--- config.mk ---
export PLATFORM = sky130hd
export DESIGN_NAME = toplevel_c5g_gpio
export DESIGN_NICKNAME = d
export VERILOG_FILES = /design/src/rtl/c5g_gpio_pkg.sv /design/src/rtl/toplevel_c5g_gpio_spram.sv /design/src/rtl/toplevel_c5g_gpio.sv
export SDC_FILE = /design/constraint.sdc
export NUM_CORES = 1
export LEC_CHECK = 0
export CAP_MARGIN = 20
export CORE_MARGIN = 2
export CORE_UTILIZATION = 38
export DETAILED_ROUTE_END_ITERATION = 8
export HOLD_SLACK_MARGIN = 0.02
export PLACE_DENSITY = 0.63
export RECOVER_POWER = 50
export REMOVE_ABC_BUFFERS = 1
export SLEW_MARGIN = 20
export SYNTH_ARGS = -nofsm -noshare
export SYNTH_HDL_FRONTEND = slang
export SYNTH_SLANG_ARGS = --single-unit
export TNS_END_PERCENT = 30
--- constraint.sdc ---
create_clock -name CLOCK_50_B5B -period 2.52 [get_ports CLOCK_50_B5B]
set_input_delay 0.756 -clock CLOCK_50_B5B [delete_from_list [all_inputs] [get_ports CLOCK_50_B5B]]
set_output_delay 0.756 -clock CLOCK_50_B5B [all_outputs]
set_load 0.03 [all_outputs]
--- src/rtl/c5g_gpio_pkg.sv ---
// Shared types and helpers for the C5G GPIO RAM demo.
// Holds width defaults, FSM states and the seven-segment decoder.
package c5g_gpio_pkg;

  localparam int ADDR_W_DEF = 4;
  localparam int DATA_W_DEF = 8;

  typedef enum logic {
    IDLE  = 1'b0,
    CLEAR = 1'b1
  } state_t;

  // Active-low segments, bit0 = a .. bit6 = g
  function automatic logic [6:0] seg7(input logic [3:0] n);
    logic [6:0] s;
    s = 7'h7F;
    unique case (n)
      4'h0: s = 7'h40;
      4'h1: s = 7'h79;
      4'h2: s = 7'h24;
      4'h3: s = 7'h30;
      4'h4: s = 7'h19;
      4'h5: s = 7'h12;
      4'h6: s = 7'h02;
      4'h7: s = 7'h78;
      4'h8: s = 7'h00;
      4'h9: s = 7'h10;
      4'hA: s = 7'h08;
      4'hB: s = 7'h03;
      4'hC: s = 7'h46;
      4'hD: s = 7'h21;
      4'hE: s = 7'h06;
      4'hF: s = 7'h0E;
    endcase
    return s;
  endfunction

endpackage

--- src/rtl/toplevel_c5g_gpio_spram.sv ---
// Single-port synchronous read-first RAM.
// Read register resets; array contents do not.
module toplevel_c5g_gpio_spram #(
  parameter int ADDR_W = 4,
  parameter int DATA_W = 8
) (
  input  logic              clk_i,
  input  logic              rst_i,
  input  logic              we_i,
  input  logic [ADDR_W-1:0] addr_i,
  input  logic [DATA_W-1:0] wdata_i,
  output logic [DATA_W-1:0] rdata_o
);

  localparam int DEPTH = 2 ** ADDR_W;

  logic [DATA_W-1:0] mem_q [DEPTH] = '{default: '0};
  logic [DATA_W-1:0] rdata_q;

  always_ff @(posedge clk_i) begin
    if (we_i) mem_q[addr_i] <= wdata_i;
  end

  always_ff @(posedge clk_i) begin
    if (rst_i) rdata_q <= '0;
    else       rdata_q <= mem_q[addr_i];
  end

  assign rdata_o = rdata_q;

endmodule

--- src/rtl/toplevel_c5g_gpio.sv ---
// Key-driven RAM editor: browse, write and bulk-clear a small RAM,
// showing address on LEDG, data on HEX and a trace on GPIO.
module toplevel_c5g_gpio
  import c5g_gpio_pkg::*;
#(
  parameter int ADDR_W = ADDR_W_DEF,
  parameter int DATA_W = DATA_W_DEF
) (
  input  logic        CLOCK_50_B5B,
  input  logic        CPU_RESET,
  input  logic        CLOCK_125_p,
  input  logic        CLOCK_50_B6A,
  input  logic        CLOCK_50_B7A,
  input  logic        CLOCK_50_B8A,
  input  logic [3:0]  KEY,
  input  logic [9:0]  SW,
  output logic [7:0]  LEDG,
  output logic [9:0]  LEDR,
  output logic [6:0]  HEX0,
  output logic [6:0]  HEX1,
  output logic [35:0] GPIO
);

  localparam int DEPTH = 2 ** ADDR_W;
  localparam logic [ADDR_W-1:0] LAST = ADDR_W'(DEPTH - 1);

  logic              clk;
  logic              rst;
  logic [3:0]        s1_q, s2_q, prev_q;
  logic [3:0]        ev;
  state_t            st_q;
  logic [ADDR_W-1:0] addr_q, addr_d;
  logic [ADDR_W-1:0] cnt_q;
  logic              busy;
  logic              user_we, inc, dec;
  logic              ram_we;
  logic [ADDR_W-1:0] ram_addr;
  logic [DATA_W-1:0] ram_wdata, rd;
  logic              unused_ok;

  assign clk = CLOCK_50_B5B;
  assign rst = CPU_RESET;
  assign unused_ok = ^{CLOCK_125_p, CLOCK_50_B6A, CLOCK_50_B7A,
                       CLOCK_50_B8A, SW[9:8]};

  always_ff @(posedge clk) begin
    if (rst) begin
      s1_q   <= '0;
      s2_q   <= '0;
      prev_q <= '0;
    end else begin
      s1_q   <= KEY;
      s2_q   <= s1_q;
      prev_q <= s2_q;
    end
  end

  // Press = synchronized level falling 1 -> 0
  assign ev   = prev_q & ~s2_q;
  assign busy = (st_q == CLEAR);

  assign user_we = !busy && !ev[3] && ev[0];
  assign inc     = !busy && !ev[3] && !ev[0] && ev[1];
  assign dec     = !busy && !ev[3] && !ev[0] && !ev[1] && ev[2];

  always_comb begin
    addr_d = addr_q;
    if (inc)      addr_d = addr_q + 1'b1;
    else if (dec) addr_d = addr_q - 1'b1;
  end

  always_ff @(posedge clk) begin
    if (rst) begin
      st_q   <= IDLE;
      cnt_q  <= '0;
      addr_q <= '0;
    end else begin
      addr_q <= addr_d;
      unique case (st_q)
        IDLE: begin
          if (ev[3]) begin
            st_q  <= CLEAR;
            cnt_q <= '0;
          end
        end
        CLEAR: begin
          cnt_q <= cnt_q + 1'b1;
          if (cnt_q == LAST) st_q <= IDLE;
        end
      endcase
    end
  end

  // Reset blocks the write so an aborted clear leaves word cnt intact
  assign ram_we    = !rst && (busy || user_we);
  assign ram_addr  = busy ? cnt_q : addr_q;
  assign ram_wdata = busy ? '0 : DATA_W'(SW[7:0]);

  toplevel_c5g_gpio_spram #(
    .ADDR_W(ADDR_W),
    .DATA_W(DATA_W)
  ) u_ram (
    .clk_i  (clk),
    .rst_i  (rst),
    .we_i   (ram_we),
    .addr_i (ram_addr),
    .wdata_i(ram_wdata),
    .rdata_o(rd)
  );

  assign LEDG = {4'b0, 4'(addr_q)};
  assign LEDR = {1'b0, busy, SW[7:0]};
  assign HEX0 = seg7(rd[3:0]);
  assign HEX1 = seg7(rd[7:4]);
  assign GPIO = {23'b0, user_we, 4'(addr_q), rd[7:0]};

endmodule

==> out/results.txt, run 1 <==
Seq/Total Area, Yosys: 64.7%
skew final: 6.86 ps
H-tree depth: 4
fin crit period: 2520 ps
MaxCap Viol Count: 0
maximum clock path buffer count: 2
startpoint types: flop
Hold EP: s2_q[2]
syn avg cell area: 13.8 sq um
Worst Hold Depth: 1
die area: 19100 sq um
Post-Syn Area: 6840 sq um
Die H: 138 um
R2R Path End: addr_q[3]
Die Width: 138 um
clk_lat worst skew: 430 ps
DR iter-0 viols: 346
RSZ-0062 raised after global routing: true
CP Capture Type: output pin
antenna violation net count after detailed routing: 0
CP required: 1760 ps
VDD IR-drop max: 0.435 mV
CP Data Arrival Time: 1760 ps
Wirelength per Cell: 17.5 um
DR DRC count: 0
Synth Instances: 497
post-place setup slack: -90.9 ps
fin crit share: 99.8%
Static Leak: 2.88 nW
Hold Path Class: flop to flop
#FFs+latches synth: 157
DR vias/cell: 5.20
Area growth syn-to-layout: 20.5%
max-slew violations: 0
worst hold start: s1_q[2]
Netlist cell types: 47
worst hold slack: 435 ps
ANT cells: 0
global route overflow: 0
slew margin rel.: 9.72%
Pre-Repair DR Iteration Count: 6
CP max FO: 6
fillers: 1600
Worst R2R Path Depth: 9
routed wire length: 14.3 mm
fin nets: 609
clk root buf: clkbuf_16
Rows: 49
total global-route track usage: 15.1%
Vias: 4235
Worst Slack Setup Final: 4.93 ps
critical path type: flop to output pin
Setup violations, final: 0
status: completed
I/O Buffers: 53
first-pass GRT wire length: 22.2 mm
I/O pin count: 88
Post-DP HPWL: 9.35 mm
Core Region: 17800 sq um
Final Hold Fails: 0
PwrDens: 738 nW/um^2
Initial Util: 38.4%
vias in the first global route: 4146
CTS sink cnt: 157
CTS tree: built
largest net degree at the start of global routing: 37
Routability Congestion: 0.787
clock-pin slew on the worst setup and hold paths: 60 ps
R2R Path Start: s2_q[3]
Synth warnings: 0
Num CTS Buffers: 17
Primary FF master, synth: edfxtp_1
Slew @ Worst Pin: 1350 ps
R2R setup slack: 250 ps
share of post-route cells with drive strength above 1: 22.0%
Post-synth ARST share: 0%
Post-synth EDFFs: 128
fmax: 0.398 GHz
antenna violations before repair: 0
-- power by group --
part,total (mW),switching (mW),internal [mW]
Combinational,0.830,0.518,0.312
Sequential,2.89,0.0407,2.85
Clock,2.36,0.922,1.44
Total,6.08,1.48,4.60
-- how the worst max path moves through the flow --
stage                                start           endpoint  slack, ps  depth (start not counted)
after global routing      u_ram.rdata_o[5]            HEX1[0]        -60                          7
after detailed placement             SW[5]  u_ram.mem_q[1][5]        -90                          2
after CTS                 u_ram.rdata_o[4]            HEX1[0]        -70                          6
after global placement               SW[3]  u_ram.mem_q[2][3]        -50                          2
final                     u_ram.rdata_o[4]            HEX1[0]          5                          6
after floorplan                  addr_q[0]   u_ram.rdata_o[6]       -460                          5
-- layout make-up --
class	count	area, sq um	share of cell area, %
clock buffer	23	488	5.92
clock inverter	9	67.6	0.819
inverter	11	43.8	0.531
multi-input combinational	290	2100	25.4
sequential	157	4430	53.8
tap	229	287	3.47
timing repair buffer	96	830	10.1
-- registers in the layout, summed over array words and instances, names as in the netlist --
signal	cells
u_ram.rdata_o	8
cnt_q	4
addr_q	4
s2_q	4
s1_q	4
u_ram.mem_q	128
prev_q	4
busy	1
-- repair_timing --
item / CTS / global route
gates resized for setup: 51 / 30
buffers inserted: 0 / 0
pin swaps: 0 / 1
hold buffers: 0 / 0
hold endpoints to repair: 0 / 0
cloned: 0 / 0
setup endpoints to repair: 15 / 15
-- metal layers --
| layer | track usage (%) | vias up | wire (um) |
|---|---|---|---|
| li1 | - | 1978 | - |
| met1 | 20.2 | 2067 | 6290 |
| met2 | 24.2 | 166 | 6920 |
| met3 | 3.53 | 24 | 844 |
| met4 | 5.80 | 0 | 231 |
| met5 | 0 | - | 0 |
-- cells in the mapped netlist, types with 2 or more instances --
library cell	count	area (sq um)
a21o_1	2	15.0
a21oi_1	41	205
a22o_1	4	35.0
a22oi_1	55	413
a22oi_2	10	125
a31oi_1	2	12.5
a31oi_2	2	25.0
a32o_1	2	20.0
buf_1	2	7.51
buf_2	8	40.0
buf_4	42	315
buf_6	5	56.3
clkbuf_1	9	33.8
dfxtp_1	29	581
edfxtp_1	128	3840
ha_1	15	188
inv_1	10	37.5
mux2_2	2	22.5
mux2i_1	11	110
mux4_2	2	45.0
nand2_1	5	18.8
nand2b_1	5	31.3
nand3_1	4	20.0
nand3b_1	2	15.0
nor2_1	28	105
nor2b_1	31	194
nor3_1	2	10.0
nor3b_1	3	22.5
o21ai_0	5	25.0
o21ai_2	2	17.5
o41a_1	8	90.1
or3_1	4	25.0
or3b_2	2	17.5
xnor2_1	2	17.5
-- cell usage in the layout (no fill, tap or decap), types with 5 or more instances in the layout --
master           Yosys  routed
nand2b_1             5       5
a22oi_1             55      55
nor2b_1             31      31
nor2_1              28      28
clkbuf_1             9       8
dfxtp_1             29      23
conb_1               1      28
nand2_1              5       5
mux2i_1             11      11
buf_4               42      46
dlygate4sd3_1        0       9
inv_1               10       5
clkbuf_16            0      17
buf_6                5       7
ha_1                15       8
a22oi_2             10      10
clkinv_2             0       6
a21oi_1             41      41
dfxtp_2              0       5
o41a_1               8       8
clkdlybuf4s50_1      0      15
edfxtp_1           128     128
-- cell families after synthesis --
kind of cell	count (synthesis)	share of synthesized area, %
DFF	157	64.7
AOI/OAI and AO/OA	139	15.0
and+or+nand+nor	90	7.15
buffers and inverters	77	7.22
adders and majority gates	16	3.04
muxes	15	2.60
xor gates and xnor gates	2	0.256
other	1	0.0548
-- critical path, cell delays in order, from the launching register on --
cell and delay, ps:
dfxtp_4 360, buf_6 130, ha_4 160, nor2b_1 60, or3b_4 400, o21ai_2 80
buf_6 150
-- per-stage QoR --
stage / instances / total power [mW] / utilization, % / cell area (sq um) / setup TNS (ps)
3_3_place_gp: 783 / 3.74 / 42.8 / 7640 / -774
5_1_grt: 815 / 6.30 / 46.2 / 8250 / -211
2_1_floorplan: 458 / 3.42 / - / 6490 / -19970
4_1_cts: 815 / 6.10 / 46.1 / 8230 / -185
6_report: 815 / 6.08 / 46.2 / 8250 / 0
3_5_place_dp: 783 / 3.76 / 42.8 / 7640 / -1650
(Power assumes the default switching activity.)
==> run 2: changes to the inputs <==
- SETUP_SLACK_MARGIN: unset -> 0.3
==> out/results.txt, run 2 (synthesized netlist as in run 1, its figures left out) <==
Core Region: 17800 sq um (unchanged)
DR vias/cell: 5.16 (-0.73%)
I/O pin count: 88 (unchanged)
max reg flops: 128 (unchanged)
fin crit share: 100% (+0.58 points)
post-place setup slack: -90.9 ps (unchanged)
worst path buffer plus inverter count: 3 (+1)
Post-DP HPWL: 9.35 mm (unchanged)
most common cell after layout, fill and taps aside: edfxtp_1
met3 Usage GRT: 3.50% (-0.035 points)
critical path type: flop to output pin
Static Leak: 3.01 nW (+4.2%)
die area: 19100 sq um (unchanged)
vias in the first global route: 4213 (+1.6%)
ANT cells: 0 (unchanged)
Critical Path Most Common Cell: buf_6
total global-route track usage: 15.5% (+0.32 points)
DR iter-0 viols: 360 (+4.0%)
Worst Slack Setup Final: -9.70 ps (-14.6 ps)
antenna violation net count after detailed routing: 0 (unchanged)
Slew @ Worst Pin: 1350 ps (-1.59 ps)
skew final: 6.85 ps (-0.00832 ps)
MaxCap Viol Count: 0 (unchanged)
slew margin rel.: 9.82% (+0.11 points)
Die H: 138 um (unchanged)
Initial Util: 38.4% (unchanged)
Crit-path slowest cell: mux4_2
first-pass GRT wire length: 22.6 mm (+2.0%)
clk root buf: clkbuf_16
CP Data Arrival Time: 1770 ps (about the same)
largest net degree at the start of global routing: 37 (unchanged)
RSZ-0062 raised after global routing: true
CP cell instances: buf_6 > ha_4 > buf_6 > mux4_2 > buf_6
fin crit period: 2530 ps (+14.6 ps)
clock-pin slew on the worst setup and hold paths: 60 ps (about the same)
worst hold start: s1_q[2]
met1 Usage GRT: 20.2% (-0.036 points)
global route overflow: 0 (unchanged)
most frequent cells in the layout: edfxtp_1, a22oi_1, buf_4
fillers: 1585 (-0.94%)
Routability Congestion: 0.787 (unchanged)
CTS Hold Bufs: 0 (unchanged)
Largest Register: u_ram.mem_q
Sequential Area: 4440 sq um (+0.20%)
R2R Path Start: busy
routed wire length: 14.6 mm (+2.5%)
startpoint types: flop
CP required: 1760 ps (about the same)
crit path launch: u_ram.rdata_o[4]
Setup TNS: -9.70 ps (-9.70 ps)
Num CTS Buffers: 17 (unchanged)
Wirelength per Cell: 17.7 um (+1.1%)
CTS sink cnt: 157 (unchanged)
PwrDens: 727 nW/um^2 (-1.5%)
max-slew violations: 0 (unchanged)
fin nets: 621 (+2.0%)
status: finished with violations
maximum clock path buffer count: 2 (unchanged)
Rows: 49 (unchanged)
Vias: 4266 (+0.73%)
Layout Cells excl Fill: 827 (+1.5%)
I/O Buffers: 53 (unchanged)
clk_lat worst skew: 420 ps (about the same)
dpl cells: 783 (unchanged)
worst hold slack: 435 ps (+0.141 ps)
global route hottest layer: met2
Area growth syn-to-layout: 24.0%
Setup violations, final: 1 (+1)
VDD IR-drop max: 0.434 mV (-0.18%)
Pre-Repair DR Iteration Count: 5 (-1)
CP Capture Type: output pin
H-tree depth: 4 (unchanged)
antenna violations before repair: 0 (unchanged)
CP max FO: 5 (-1)
Die Width: 138 um (unchanged)
slowest stage delay, CP: 460 ps (+60 ps)
multi-input logic area: 2200 sq um (+5.0%)
share of post-route cells with drive strength above 1: 26.4% (+4.4 points)
failing checks: negative setup slack
M2 GR Usage: 25.4% (+1.3 points)
Final Hold Fails: 0 (unchanged)
fmax: 0.395 GHz (-0.58%)
Hold Path Class: flop to flop
DR DRC count: 0 (unchanged)
CTS tree: built
CP top delay family: multiplexers
[run 2: metal layers]
layer / part of all wire (%) / routed length (um) / vias to the layer above
li1: - / - / 2006
met1: 43 / 6250 / 2072
met2: 50 / 7270 / 163
met3: 6.0 / 879 / 25
met4: 1.7 / 251 / 0
met5: 0 / 0 / -
[run 2: final timing paths]
kind,end,slack [ps],depth (start not counted)
setup / recovery,HEX1[3],-10,5
hold / removal,s2_q[2],430,1
setup reg to reg,u_ram.mem_q[15][2],360,6
hold reg to reg,s2_q[2],430,1
[run 2: timing repair]
| item | CTS | global route |
|---|---|---|
| endpoints found under the setup margin | 33 | 42 |
| gates cloned | 0 | 0 |
| pin swaps | 7 | 8 |
| gates resized for setup | 142 | 25 |
| buffers inserted | 7 | 5 |
[run 2: metrics by stage]
step           util (%)  total power [mW]  cell area, sq um
2_1_floorplan         -              3.42              6490
5_1_grt            47.6              6.38              8490
3_5_place_dp       42.8              3.76              7640
3_3_place_gp       42.8              3.74              7640
6_report           47.6              6.17              8490
4_1_cts            47.1              6.17              8390
[run 2: power by group]
part	leakage (nW)	switching (mW)	total (mW)	internal, mW
clock	0.281	0.922	2.36	1.44
sequential	1.39	0.0465	2.90	2.85
combinational	1.33	0.545	0.907	0.362
total	3.01	1.51	6.17	4.65
[run 2: layout make-up]
cell class | instances | share of cell area [%]
Clock buffer | 23 | 5.75
Clock inverter | 9 | 0.796
Inverter | 11 | 0.663
Multi-Input combinational cell | 290 | 25.9
Sequential cell | 157 | 52.3
Tap cell | 229 | 3.38
Timing Repair Buffer | 108 | 11.2
==> run 3: changes to the inputs <==
- CORE_MARGIN: 2 -> unset
- PLACE_DENSITY: 0.63 -> 0.65
- SYNTH_HIERARCHICAL: unset -> 1
- clock period: 2.52 -> 2.3 ns (I/O delays scaled with it)
==> out/results.txt, run 3 <==
fin crit period: 2410 ps
antenna violation net count after detailed routing: 0 (unchanged)
crit path launch: u_ram/rdata_o[4]
Rows: 49 (unchanged)
Primary FF master, synth: edfxtp_1
Num CTS Buffers: 17 (unchanged)
CTS tree: built
vias in the first global route: 4158 (-1.3%)
Slew @ Worst Pin: 1130 ps (-222 ps)
fin nets: 617 (-0.64%)
Netlist cell types: 50 (+6.4%)
M2 GR Usage: 28.0% (+2.5 points)
leading area contributor after synthesis: edfxtp_1
Initial Util: 38.9% (+0.52 points)
total global-route track usage: 16.4% (+0.96 points)
share of the synthesized area in the top cell type: 54.8% (-1.3 points)
largest net degree at the start of global routing: 24 (-35%)
Core Region: 18000 sq um (+1.0%)
PwrDens: 783 nW/um^2 (+7.7%)
Post-DP HPWL: 9.49 mm (+1.6%)
Routability Congestion: 0.808 (+2.6%)
Largest Register: u_ram/mem_q
Die Width: 138 um (-0.28%)
first-pass GRT wire length: 22.5 mm (-0.58%)
CP required: 1610 ps (-150 ps)
Synth warnings: 6 (+6)
fillers: 1544 (-2.6%)
critical path type: flop to output pin
Wirelength per Cell: 17.5 um (-1.1%)
top cells by area, synth: edfxtp_1, dfxtp_1, mux4_2, buf_4, mux2i_1
clk_lat worst skew: 420 ps (about the same)
most frequent cells in the layout: edfxtp_1, buf_4, nand2_1
maximum clock path buffer count: 2 (unchanged)
CP cell instances: inv_4 > buf_6 > ha_4 > or3_1 > o21ai_1 > buf_4
clock-pin slew on the worst setup and hold paths: 60 ps (about the same)
DR iter-0 viols: 241 (-33%)
Die H: 138 um (-0.28%)
worst hold start: s1_q[0]
routed wire length: 14.4 mm (-1.6%)
CTS Hold Bufs: 0 (unchanged)
most common library cells after synthesis: edfxtp_1, buf_4, nand2_1, dfxtp_1, nor2b_1
failing checks: negative setup slack
fin crit share: 105%
MaxCap Viol Count: 0 (unchanged)
antenna violations before repair: 0 (unchanged)
slew margin rel.: 24.6% (+15 points)
clk root buf: clkbuf_16
dpl cells: 778 (-0.64%)
Final Util: 48.6% (+1.0 points)
Synth Instances: 480 (-3.4%)
R2R Path Start: busy
Crit-path slowest cell: dfxtp_2
Post-synth ARST share: 0% (unchanged)
CP Data Arrival Time: 1720 ps (-50 ps)
Worst Slack Setup Final: -114 ps (-104 ps)
RSZ-0062 raised after global routing: true
max reg flops: 128 (unchanged)
syn avg cell area: 14.6 sq um (+6.0%)
VDD IR-drop max: 0.539 mV (+24%)
max-slew violations: 0 (unchanged)
global route hottest layer: met2
CP Capture Type: output pin
DR DRC count: 0 (unchanged)
Post-synth EDFFs: 128 (unchanged)
Static Leak: 3.04 nW (+1.3%)
most common cell after layout, fill and taps aside: edfxtp_1
slowest stage delay, CP: 360 ps (-100 ps)
share of post-route cells with drive strength above 1: 33.2% (+6.7 points)
final total power: 6.85 mW (+11%)
CP max FO: 3 (-2)
skew final: 6.04 ps (-0.812 ps)
#FFs+latches synth: 157 (unchanged)
count leader, synth: edfxtp_1
Pre-Repair DR Iteration Count: 4 (-1)
Seq/Total Area, Yosys: 63.1% (-1.5 points)
I/O Buffers: 53 (unchanged)
die area: 19000 sq um (-0.56%)
status: finished with violations
post-place setup slack: -357 ps (-266 ps)
global route overflow: 0 (unchanged)
Hold Path Class: flop to flop
fmax: 0.414 GHz
Post-Syn Area: 7010 sq um (+2.4%)
Area growth syn-to-layout: 24.9%
met1 Usage GRT: 20.4% (+0.25 points)
Vias: 4176 (-2.1%)
DR vias/cell: 5.07 (-1.6%)
I/O pin count: 88 (unchanged)
CTS sink cnt: 157 (unchanged)
Layout Cells excl Fill: 823 (-0.48%)
Final Hold Fails: 0 (unchanged)
ANT cells: 0 (unchanged)
Setup violations, final: 7 (+6)
startpoint types: flop
H-tree depth: 4 (unchanged)
met3 Usage GRT: 3.75% (+0.25 points)
## run 3: cell count changes after synthesis, sizes merged, moves of 4 or more
cell    before  now
mux2i       11   25
nand4        1    9
a22o         4    0
nand2        5   34
nand2b       5   10
o41a         8    0
o211ai       0    8
a21oi       41   13
mux4         2   24
a22oi       65    1
a32oi        0    7
## run 3: final cells by class
type,count,area [sq um],share of cell area [%]
clock buffers,27,531,6.06
clock inverters,5,27.5,0.314
inverters,8,40.0,0.457
multi-input cells,280,2480,28.3
flip-flops and latches,157,4450,50.8
well taps,229,287,3.27
repair buffers,117,942,10.8
## run 3: through the flow
| step | TNS [ps] | hold WS, ps | area [sq um] |
|---|---|---|---|
| floorplan | -165490 | 414 | 6670 |
| global placement | -8550 | 428 | 7840 |
| detailed placement | -10700 | 426 | 7840 |
| CTS | -383 | 440 | 8720 |
| global route | -1140 | 453 | 8760 |
| finish | -361 | 440 | 8760 |
## run 3: report_power, final
part	internal [mW]	switching (mW)	total [mW]
clock network	1.58	1.02	2.60
registers	3.12	0.0430	3.17
logic	0.439	0.647	1.09
total	5.14	1.71	6.85
## run 3: path summary, 6_finish.rpt
path / end / slack, ps / cells past startpoint
worst max register to register: addr_q[3] / 140 / 8
worst min register to register: s2_q[0] / 440 / 1
worst max-delay path: HEX1[4] / -110 / 6
worst min-delay path: s2_q[0] / 440 / 1
## run 3: logic make-up (layout without fill, tap and decap cells)
kind of cell | count (synthesis) | count (layout) | share of synthesized area, %
other | 1 | 28 | 0.0535
buffers and inverters | 70 | 157 | 6.73
AOI/OAI and AO/OA | 52 | 52 | 5.25
muxes | 53 | 53 | 12.1
and+or+nand+nor | 129 | 129 | 9.48
xor gates and xnor gates | 2 | 2 | 0.250
DFF | 157 | 157 | 63.1
adders and majority gates | 16 | 16 | 2.96
## run 3: worst max-delay path, delay by kind of cell (launching register included)
kind                     cells  cell delay, ps
AO/OA/AOI/OAI                1             100
adder cells (fa/ha/maj)      1             140
buffers and inverters        3             360
flip-flops                   1             360
AND/OR/NAND/NOR              1             350
## run 3: what timing repair did
item	CTS	global route
setup endpoints to repair	144	54
setup buffers	6	7
gates resized for setup	132	42
gates cloned	0	0
pin swaps	13	11
## run 3: layer usage
layer,vias to the layer above,part of all wire [%]
met1,2052,42
met2,158,50
li1,1941,-
met5,-,0
met3,25,6.9
met4,0,1.7
